$ cat config.mk
export PLATFORM = sky130hd
export DESIGN_NAME = div_issue_ctrl
export DESIGN_NICKNAME = d
export VERILOG_FILES = /design/src/rtl/div_issue_ctrl.sv
export SDC_FILE = /design/constraint.sdc
export NUM_CORES = 1
export LEC_CHECK = 0
export CORE_AREA = 8 8 113 193
export DETAILED_ROUTE_END_ITERATION = 16
export DIE_AREA = 0 0 121 201
export SLEW_MARGIN = 40
export SYNTH_ARGS = -nofsm -noshare
export SYNTH_HDL_FRONTEND = slang
export SYNTH_SLANG_ARGS = --single-unit
export TNS_END_PERCENT = 5
$ cat constraint.sdc
create_clock -name clk -period 5.5 [get_ports clk]
set_input_delay 0.825 -clock clk [delete_from_list [all_inputs] [get_ports clk]]
set_output_delay 0.825 -clock clk [all_outputs]
set_load 0.005 [all_outputs]
$ cat src/rtl/div_issue_ctrl.sv
// div_issue_ctrl: issue sequencer between EXE and the signed/unsigned stream dividers.
// Latches one div/mod request, drives the selected core's input handshakes, and
// captures the quotient or remainder. It holds that value until EXE consumes it.
// A flush while the core is busy drains the in-flight result and drops it.
// Optional feature macro: DIV_ZERO_BYPASS_EN. It answers x/0 locally without using a core.
module div_issue_ctrl #(
    parameter int unsigned DATA_W = 32,
    parameter int unsigned OUT_W  = 64
) (
    input  logic              clk,
    input  logic              reset,
    input  logic              flush,
    input  logic              req_valid,
    output logic              req_ready,
    input  logic              req_signed,
    input  logic              req_mod,
    input  logic [DATA_W-1:0] req_src1,
    input  logic [DATA_W-1:0] req_src2,
    output logic              res_valid,
    input  logic              res_ready,
    output logic [DATA_W-1:0] res_data,
    output logic              busy,
    output logic [DATA_W-1:0] div_dividend_tdata,
    output logic [DATA_W-1:0] div_divisor_tdata,
    output logic              sdiv_dividend_tvalid,
    output logic              sdiv_divisor_tvalid,
    input  logic              sdiv_dividend_tready,
    input  logic              sdiv_divisor_tready,
    input  logic              sdiv_dout_tvalid,
    input  logic [OUT_W-1:0]  sdiv_dout_tdata,
    output logic              udiv_dividend_tvalid,
    output logic              udiv_divisor_tvalid,
    input  logic              udiv_dividend_tready,
    input  logic              udiv_divisor_tready,
    input  logic              udiv_dout_tvalid,
    input  logic [OUT_W-1:0]  udiv_dout_tdata
);

`ifdef DIV_ZERO_BYPASS_EN
    localparam bit ZERO_BYPASS = 1'b1;
`else
    localparam bit ZERO_BYPASS = 1'b0;
`endif

    typedef enum logic [1:0] {
        S_IDLE  = 2'd0,
        S_ISSUE = 2'd1,
        S_WAIT  = 2'd2,
        S_DONE  = 2'd3
    } state_e;

    state_e              state_q;
    logic                killed_q;
    logic                signed_q;
    logic                mod_q;
    logic [DATA_W-1:0]   dividend_q;
    logic [DATA_W-1:0]   divisor_q;
    logic [DATA_W-1:0]   res_q;
    logic                res_valid_q;
    logic                sdvd_v_q;
    logic                sdvs_v_q;
    logic                udvd_v_q;
    logic                udvs_v_q;

    logic                dvd_pend_c;
    logic                dvs_pend_c;
    logic                dout_v_c;
    logic [OUT_W-1:0]    dout_c;
    logic [DATA_W-1:0]   res_sel_c;

    // Channel still pending after this cycle's handshake; result mux for the selected core
    always_comb begin
        dvd_pend_c = (sdvd_v_q & ~sdiv_dividend_tready) | (udvd_v_q & ~udiv_dividend_tready);
        dvs_pend_c = (sdvs_v_q & ~sdiv_divisor_tready)  | (udvs_v_q & ~udiv_divisor_tready);
        dout_v_c   = signed_q ? sdiv_dout_tvalid : udiv_dout_tvalid;
        dout_c     = signed_q ? sdiv_dout_tdata  : udiv_dout_tdata;
        res_sel_c  = mod_q ? dout_c[DATA_W-1:0] : dout_c[OUT_W-1:DATA_W];
    end

    // Sequencer: accept, issue both channels, wait for the core, hold result
    always_ff @(posedge clk) begin
        if (reset) begin
            state_q     <= S_IDLE;
            killed_q    <= 1'b0;
            signed_q    <= 1'b0;
            mod_q       <= 1'b0;
            dividend_q  <= '0;
            divisor_q   <= '0;
            res_q       <= '0;
            res_valid_q <= 1'b0;
            sdvd_v_q    <= 1'b0;
            sdvs_v_q    <= 1'b0;
            udvd_v_q    <= 1'b0;
            udvs_v_q    <= 1'b0;
        end else begin
            case (state_q)
                S_IDLE: begin
                    if (req_valid && !flush) begin
                        signed_q   <= req_signed;
                        mod_q      <= req_mod;
                        dividend_q <= req_src1;
                        divisor_q  <= req_src2;
                        killed_q   <= 1'b0;
                        if (ZERO_BYPASS && (req_src2 == '0)) begin
                            res_q       <= req_mod ? req_src1 : '0;
                            res_valid_q <= 1'b1;
                            state_q     <= S_DONE;
                        end else begin
                            sdvd_v_q <= req_signed;
                            sdvs_v_q <= req_signed;
                            udvd_v_q <= ~req_signed;
                            udvs_v_q <= ~req_signed;
                            state_q  <= S_ISSUE;
                        end
                    end
                end
                S_ISSUE: begin
                    // tvalid is never withdrawn early, even when killed
                    sdvd_v_q <= sdvd_v_q & ~sdiv_dividend_tready;
                    sdvs_v_q <= sdvs_v_q & ~sdiv_divisor_tready;
                    udvd_v_q <= udvd_v_q & ~udiv_dividend_tready;
                    udvs_v_q <= udvs_v_q & ~udiv_divisor_tready;
                    if (!dvd_pend_c && !dvs_pend_c) begin
                        state_q <= S_WAIT;
                    end
                    if (flush) begin
                        killed_q <= 1'b1;
                    end
                end
                S_WAIT: begin
                    if (dout_v_c) begin
                        if (killed_q || flush) begin
                            killed_q <= 1'b0;
                            state_q  <= S_IDLE;
                        end else begin
                            res_q       <= res_sel_c;
                            res_valid_q <= 1'b1;
                            state_q     <= S_DONE;
                        end
                    end else if (flush) begin
                        killed_q <= 1'b1;
                    end
                end
                S_DONE: begin
                    if (flush || res_ready) begin
                        res_valid_q <= 1'b0;
                        state_q     <= S_IDLE;
                    end
                end
                default: begin
                    state_q <= S_IDLE;
                end
            endcase
        end
    end

    // Output wiring
    assign req_ready            = (state_q == S_IDLE) & ~flush;
    assign busy                 = (state_q != S_IDLE);
    assign res_valid            = res_valid_q;
    assign res_data             = res_q;
    assign div_dividend_tdata   = dividend_q;
    assign div_divisor_tdata    = divisor_q;
    assign sdiv_dividend_tvalid = sdvd_v_q;
    assign sdiv_divisor_tvalid  = sdvs_v_q;
    assign udiv_dividend_tvalid = udvd_v_q;
    assign udiv_divisor_tvalid  = udvs_v_q;

endmodule

# Word-level counts from Yosys, hierarchy flattened
# Cells that the tools add are included.
[word_totals]
register_bits = 106
latchBits = 0
mem_bits_rw = 0
rom_bits = 0
inputBits = 205
out_inout_bits = 103
word_cells = 77
memories = 0
[op_classes]
add_sub_neg = 0
multipliers = 0
div = 0
n_lt_le_gt_ge = 0
eq_ne = 9
n_shift = 0
muxes = 24
n_bitwise = 14
reduce_logical = 18
[ops]
columns = ["cell", "count"]
rows = [
  ["64-bit two-way mux", 1],
  ["32-bit two-way mux", 1],
  ["1-bit two-way mux", 10],
  ["2-bit two-way mux", 5],
  ["2-bit != test (second input constant)", 5],
  ["1-bit case mux with 2 select lines", 5],
  ["2-bit case mux with 4 select lines", 1],
  ["4-bit AND reduction", 2],
  ["1-bit inverter", 7],
  ["3-bit AND reduction", 2],
  ["2-bit nonzero test", 3],
  ["1-bit bitwise AND", 5],
  ["2-bit == test (second input constant)", 2],
  ["2-bit AND reduction", 2],
  ["1-bit zero test", 3],
  ["3-bit != test (second input constant)", 1],
  ["1-bit case mux with 3 select lines", 1],
  ["3-bit nonzero test", 1],
  ["2-bit by 1-bit == test with 1-bit output (second input constant)", 1],
  ["1-bit logical AND", 2],
  ["2-bit zero test", 1],
  ["1-bit logical OR", 2],
  ["1-bit OR", 2],
]

# Logic depth before layout (Yosys ltp)
# Gate-level depths: netlist of run 1.
[depth]
depth_word = 7
mapped_depth = 8
ltp_nobuf = 6

# Worst setup path before layout of run 1
# OpenSTA, ideal clock, no wires.
[synth_timing]
path_kind = "input to register"
from = "input port flush"
to = "register res_q[10] (netlist: res_data[10])"
t_arrival_ps = 1804
required_ps = 5368
slack_ps = 3564
stages = 6
path_cell_list = "or3b_4 or2_1 buf_2 buf_6 nand2_1 a21oi_1"
[synth_via]
elab_chain_cells = 3
[synth_rtl]
columns = ["element", "line", "rtl"]
rows = [
  ["from (decl)", "12", "input logic flush,"],
  ["1-bit logical OR", "132", "if (killed_q || flush) begin"],
  ["1-bit inverter (no line)", "--", ""],
  ["3-bit AND reduction (no line)", "--", ""],
  ["to (signal assigned)", "105", "res_q <= req_mod ? req_src1 : '0;"],
  ["to (signal assigned)", "136", "res_q <= res_sel_c;"],
  ["to (decl)", "58", "logic [DATA_W-1:0] res_q;"],
]
# Every way passes these cells.
# A chain may end at the register's enable or synchronous reset.

# Final worst setup path of run 1
[layout_timing]
from = "input port flush"
to = "output port req_ready"
[layout_via]
elab_chain_cells = 2
[layout_rtl]
columns = ["element", "line", "rtl"]
rows = [
  ["1-bit inverter", "158", "assign req_ready = (state_q == S_IDLE) & ~flush;"],
  ["1-bit bitwise AND", "158", ""],
  ["to (decl)", "14", "output logic req_ready,"],
]
# Every way passes these cells.

==> impl_metrics.env, run 1 <==
export IMPL_ys_seq_area_frac=0.4517
export IMPL_initial_core_util=0.2469
export IMPL_grt_first_pass_wirelength_um=29410
export IMPL_required_ns=4.68
export IMPL_drt_pre_antenna_iters=4
export IMPL_cts_resized=0
export IMPL_instances_no_fill=1063
export IMPL_fin_nets=1027
export IMPL_hold_viol_final=0
export IMPL_final_util=0.4296
export IMPL_wl_um=19230
export IMPL_fin_hold_ws_ns=0.4535
export IMPL_yosysUniqueCellTypes=34
export IMPL_drive_above_1_share=0.07065
export IMPL_ir_worst_vdd_v=0.0001387
export IMPL_syn_area_um2=4698
export IMPL_finalCritPeriodShare=0.5271
export IMPL_layout_common_cells="306 x clkdlybuf4s50_1, 199 x nand2_1, 106 x a21oi_1"
export IMPL_synthCells=535
export IMPL_clk_path_buf_depth=2
export IMPL_cts_clk_slew_worst_paths_ns=0.07
export IMPL_area_delta_synth_final_pct=74.01
export IMPL_crit_arrival_ns=2.07
export IMPL_syn_area_per_cell_um2=8.782
export IMPL_placementRows=67
export IMPL_dp_worst_setup_slack_ns=2.589
export IMPL_setup_tns_ns=0
export IMPL_dpl_hpwl_um=15080
export IMPL_die_area_um2=24320
export IMPL_drtIter0Drc=262
export IMPL_yosys_warnings=0
export IMPL_layout_commonest_cell="clkdlybuf4s50_1"
export IMPL_leakagePower_nw=2.754
export IMPL_postPlaceCellArea_um2=7910
export IMPL_syn_nets=745
export IMPL_fin_worst_skew_ns=0.01067
export IMPL_hold_buffers=0
export IMPL_worstPathCellList="clkdlybuf4s50_1, nor2_1, clkdlybuf4s50_1"
export IMPL_die_w_um=121
export IMPL_outcome="complete, no violations"
export IMPL_hp_class="register to register"
export IMPL_grt_pass1_vias=4914
export IMPL_wl_per_cell_um=18.09
export IMPL_cts_tree="built"
export IMPL_timing_fmax_mhz=345.0
export IMPL_die_h_um=201
export IMPL_place_congestion=0.7795
export IMPL_dr_total_vias=4755
export IMPL_final_area_um2=8175
export IMPL_antenna_found_initial=2
export IMPL_relSlewSlack=0.4894
export IMPL_io_pins=308
export IMPL_synth_edff_count=0
export IMPL_n_fill_cell=1876
export IMPL_synthArstFlopShare=0
export IMPL_clock_latency_ns=0.34
export IMPL_power_mw=2.191
export IMPL_cp_max_fo=8
export IMPL_p_per_area_nw_per_um2=268.0
export IMPL_cap_viol_max_count=0
export IMPL_start_kind="primary input"
export IMPL_synth_ff_latch_count=106
export IMPL_place_inst=1047
export IMPL_setup_violations=0
export IMPL_critPathKind="primary input to output pin"
export IMPL_cts_buffers=9
export IMPL_via_per_inst=4.473
export IMPL_setup_slack_ns=2.601
export IMPL_io_buffers=307
export IMPL_slowest_stage="clkdlybuf4s50_1"
export IMPL_tightest_slew_ns=0.7594
export IMPL_drtAntennaViolNets=0
export IMPL_postCtsSetupRepairBufs=0
export IMPL_grt_overflow=0
export IMPL_route_detailed_drc=0
export IMPL_cp_slowest_stage_delay_ns=0.56
export IMPL_rsz0062_at_grt="false"
export IMPL_finalMaxSlewViolations=0
export IMPL_grt_max_degree=72
export IMPL_cp_common_cell="clkdlybuf4s50_1"
export IMPL_cts_sinks=106
export IMPL_final_min_clock_period_ns=2.899
export IMPL_worstSetupEndpointType="output pin"
export IMPL_cts_root_buf="clkbuf_16"
export IMPL_coreArea_um2=19030
export IMPL_synth_flop_cell="dfxtp_1"
export IMPL_grt_use_total=0.1560
export IMPL_htree_levels=3
[per-layer routing]
metal,vias to the layer above,track usage,wire length (µm)
li1,2374,-,-
met1,2194,0.1669,7222
met2,166,0.2810,10320
met3,19,0.04027,1259
met4,2,0.06146,415
met5,-,0,13
[state kept, by name, indices dropped and copies added, names as in the netlist]
signal and count:
udiv_divisor_tvalid 1, sdiv_dividend_tvalid 1, res_valid 1, sdiv_divisor_tvalid 1, udiv_dividend_tvalid 1, state_q 2
killed_q 1, mod_q 1, div_divisor_tdata 32, div_dividend_tdata 32, signed_q 1, res_data 32
[power by group]
group	internal (mW)	leakage, nW	switching (mW)
Sequential	0.842	0.861	0.0419
Clock	0.306	0.114	0.290
Combinational	0.401	1.78	0.310
[synth_stat cells (3+ instances only)]
cell type  number  share of area
o21ai_0         5         0.0053
nor2b_1         7         0.0093
buf_6           3         0.0072
nor2_1          3         0.0024
ha_1            5          0.013
inv_1           4         0.0032
buf_4           4         0.0064
clkbuf_1       21          0.017
buf_2          12          0.013
dfxtp_1       106           0.45
a21oi_1       106           0.11
a21o_1          3         0.0048
mux4_2         32           0.15
nand2_1       199           0.16
and2_1          3         0.0040
[worst max-delay path, delay by kind of cell]
family | cells | cell delay, ns
buffers and inverters | 2 | 1.08
AND/OR/NAND/NOR | 1 | 0.16
[logic make-up (layout without fill, tap and decap cells)]
| group | count (synthesis) | after routing | share of synthesized area |
|---|---|---|---|
| and+or+nand+nor | 221 | 221 | 0.1891 |
| AOI/OAI and AO/OA | 124 | 124 | 0.1398 |
| DFF | 106 | 106 | 0.4517 |
| buffers and inverters | 46 | 332 | 0.04794 |
| muxes | 33 | 33 | 0.1582 |
| adders and majority gates | 5 | 5 | 0.01332 |
| other | 0 | 1 | 0 |
[final cells by class]
class / count / area [µm²] / share of cell area
flip-flops and latches: 106 / 2123 / 0.2597
diodes: 1 / 2.502 / 0.0003061
clock inverters: 4 / 30.03 / 0.003673
inverters: 4 / 15.01 / 0.001837
multi-input cells: 383 / 2355 / 0.2880
clock buffers: 11 / 232.7 / 0.02847
repair buffers: 313 / 3115 / 0.3811
well taps: 241 / 301.5 / 0.03688
[path summary, 6_finish.rpt]
path | slack (ns) | cells past startpoint | endpoint | startpoint
worst max-delay path | 2.60 | 3 | req_ready | flush
worst min-delay path | 0.45 | 2 | res_data[26] | res_data[26]
worst max register to register | 3.35 | 5 | res_data[28] | signed_q
worst min register to register | 0.45 | 2 | res_data[26] | res_data[26]
No activity file was read; power rests on OpenSTA's default activity.
==> run 2: changes to the inputs <==
- clock period: 5.5 -> 3 ns (I/O delays scaled with it)
==> impl_metrics.env, run 2 (synthesized netlist as in run 1, its figures left out) <==
export IMPL_die_area_um2=24320
export IMPL_grt_overflow=0
export IMPL_via_per_inst=4.507
export IMPL_wl_per_cell_um=18.44
export IMPL_final_min_clock_period_ns=2.275
export IMPL_hp_class="register to register"
export IMPL_io_buffers=307
export IMPL_place_inst=1050
export IMPL_outcome="complete, no violations"
export IMPL_finalCritPeriodShare=0.7583
export IMPL_cp_max_fo=6
export IMPL_final_util=0.4325
export IMPL_clock_latency_ns=0.34
export IMPL_finalMaxSlewViolations=0
export IMPL_pwr_share_comb=0.326
export IMPL_hold_viol_final=0
export IMPL_clkPwrFrac=0.275
export IMPL_worstSetupEndpointType="output pin"
export IMPL_cts_clk_slew_worst_paths_ns=0.07
export IMPL_tightest_slew_ns=0.6433
export IMPL_final_area_um2=8230
export IMPL_drtAntennaViolNets=0
export IMPL_coreArea_um2=19030
export IMPL_antenna_found_initial=2
export IMPL_area_delta_synth_final_pct=75.18
export IMPL_placementRows=67
export IMPL_start_kind="register"
export IMPL_crit_arrival_ns=1.82
export IMPL_die_w_um=121
export IMPL_swShare=0.2946
export IMPL_grt_max_degree=60
export IMPL_cts_root_buf="clkbuf_16"
export IMPL_cts_resized=0
export IMPL_die_h_um=201
export IMPL_leakagePower_nw=2.792
export IMPL_grt_use_total=0.1590
export IMPL_layout_common_cells="306 x clkdlybuf4s50_1, 199 x nand2_1, 106 x a21oi_1"
export IMPL_clk_path_buf_depth=2
export IMPL_power_mw=4.070
export IMPL_initial_core_util=0.2469
export IMPL_power_internal_mw=2.871
export IMPL_n_fill_cell=1888
export IMPL_cap_viol_max_count=0
export IMPL_drt_pre_antenna_iters=4
export IMPL_rsz0062_at_grt="false"
export IMPL_wl_um=19690
export IMPL_dpl_hpwl_um=15700
export IMPL_cts_tree="built"
export IMPL_timing_fmax_mhz=439.6
export IMPL_setup_violations=0
export IMPL_hold_buffers=0
export IMPL_io_pins=308
export IMPL_p_per_area_nw_per_um2=494.6
export IMPL_htree_levels=3
export IMPL_cts_buffers=9
export IMPL_setup_tns_ns=0
export IMPL_postCtsSetupRepairBufs=0
export IMPL_place_congestion=0.7971
export IMPL_grt_pass1_vias=5066
export IMPL_grt_first_pass_wirelength_um=29900
export IMPL_postPlaceCellArea_um2=7955
export IMPL_p_sw_mw=1.199
export IMPL_drive_above_1_share=0.07394
export IMPL_relSlewSlack=0.5712
export IMPL_route_detailed_drc=0
export IMPL_cts_sinks=106
export IMPL_ir_worst_vdd_v=0.0002652
export IMPL_fin_worst_skew_ns=0.01301
export IMPL_critPathKind="register to output pin"
export IMPL_drtIter0Drc=258
export IMPL_instances_no_fill=1068
export IMPL_required_ns=2.55
export IMPL_fin_nets=1030
export IMPL_layout_commonest_cell="clkdlybuf4s50_1"
export IMPL_power_frac_seq=0.398
export IMPL_dr_total_vias=4814
==> run 2: final timing paths <==
check	from	end	slack, ns	cells past startpoint
hold reg to reg	res_data[31]	res_data[31]	0.45	2
hold / removal	res_data[31]	res_data[31]	0.45	2
setup / recovery	state_q[0]	req_ready	0.73	5
setup reg to reg	state_q[0]	res_data[30]	0.93	6
==> run 2: critical path: stages (launching register included) <==
cell             delay (ns)
dfxtp_1                0.34
inv_1                  0.13
ha_1                   0.28
inv_1                  0.09
nor2_1                 0.09
clkdlybuf4s50_1        0.55
==> run 2: layer usage <==
layer,track usage,vias to the layer above,share of wire
met5,0,-,0
met4,0.05698,0,0.016
met3,0.04140,15,0.064
met2,0.2943,149,0.55
met1,0.1652,2269,0.37
li1,-,2381,-
==> run 2: area by class of cell <==
type / instances / area (µm²) / area share
sequential: 106 / 2123 / 0.2580
antenna: 2 / 5.005 / 0.0006081
clock inverter: 4 / 33.78 / 0.004105
clock buffer: 12 / 236.5 / 0.02873
timing repair buffer: 316 / 3163 / 0.3843
tap: 241 / 301.5 / 0.03664
multi-input combinational: 383 / 2352 / 0.2858
inverter: 4 / 15.01 / 0.001824
==> run 2: power groups by stage <==
stage	clock (mW)	sequential, mW	combinational [mW]
after floorplan	0	1.66	0.610
after global placement	0	1.65	1.34
after detailed placement	0	1.66	1.35
after CTS	1.18	1.62	1.36
after global routing	1.22	1.64	1.45
final	1.12	1.62	1.33
==> run 2: metrics by stage <==
stage                     setup slack [ns]  hold WS (ns)
after floorplan                      1.257        0.4527
after global placement              0.4578        0.4407
after detailed placement            0.6004        0.4459
after CTS                           0.6925        0.4551
after global routing                0.6136        0.4720
final                               0.7252        0.4525
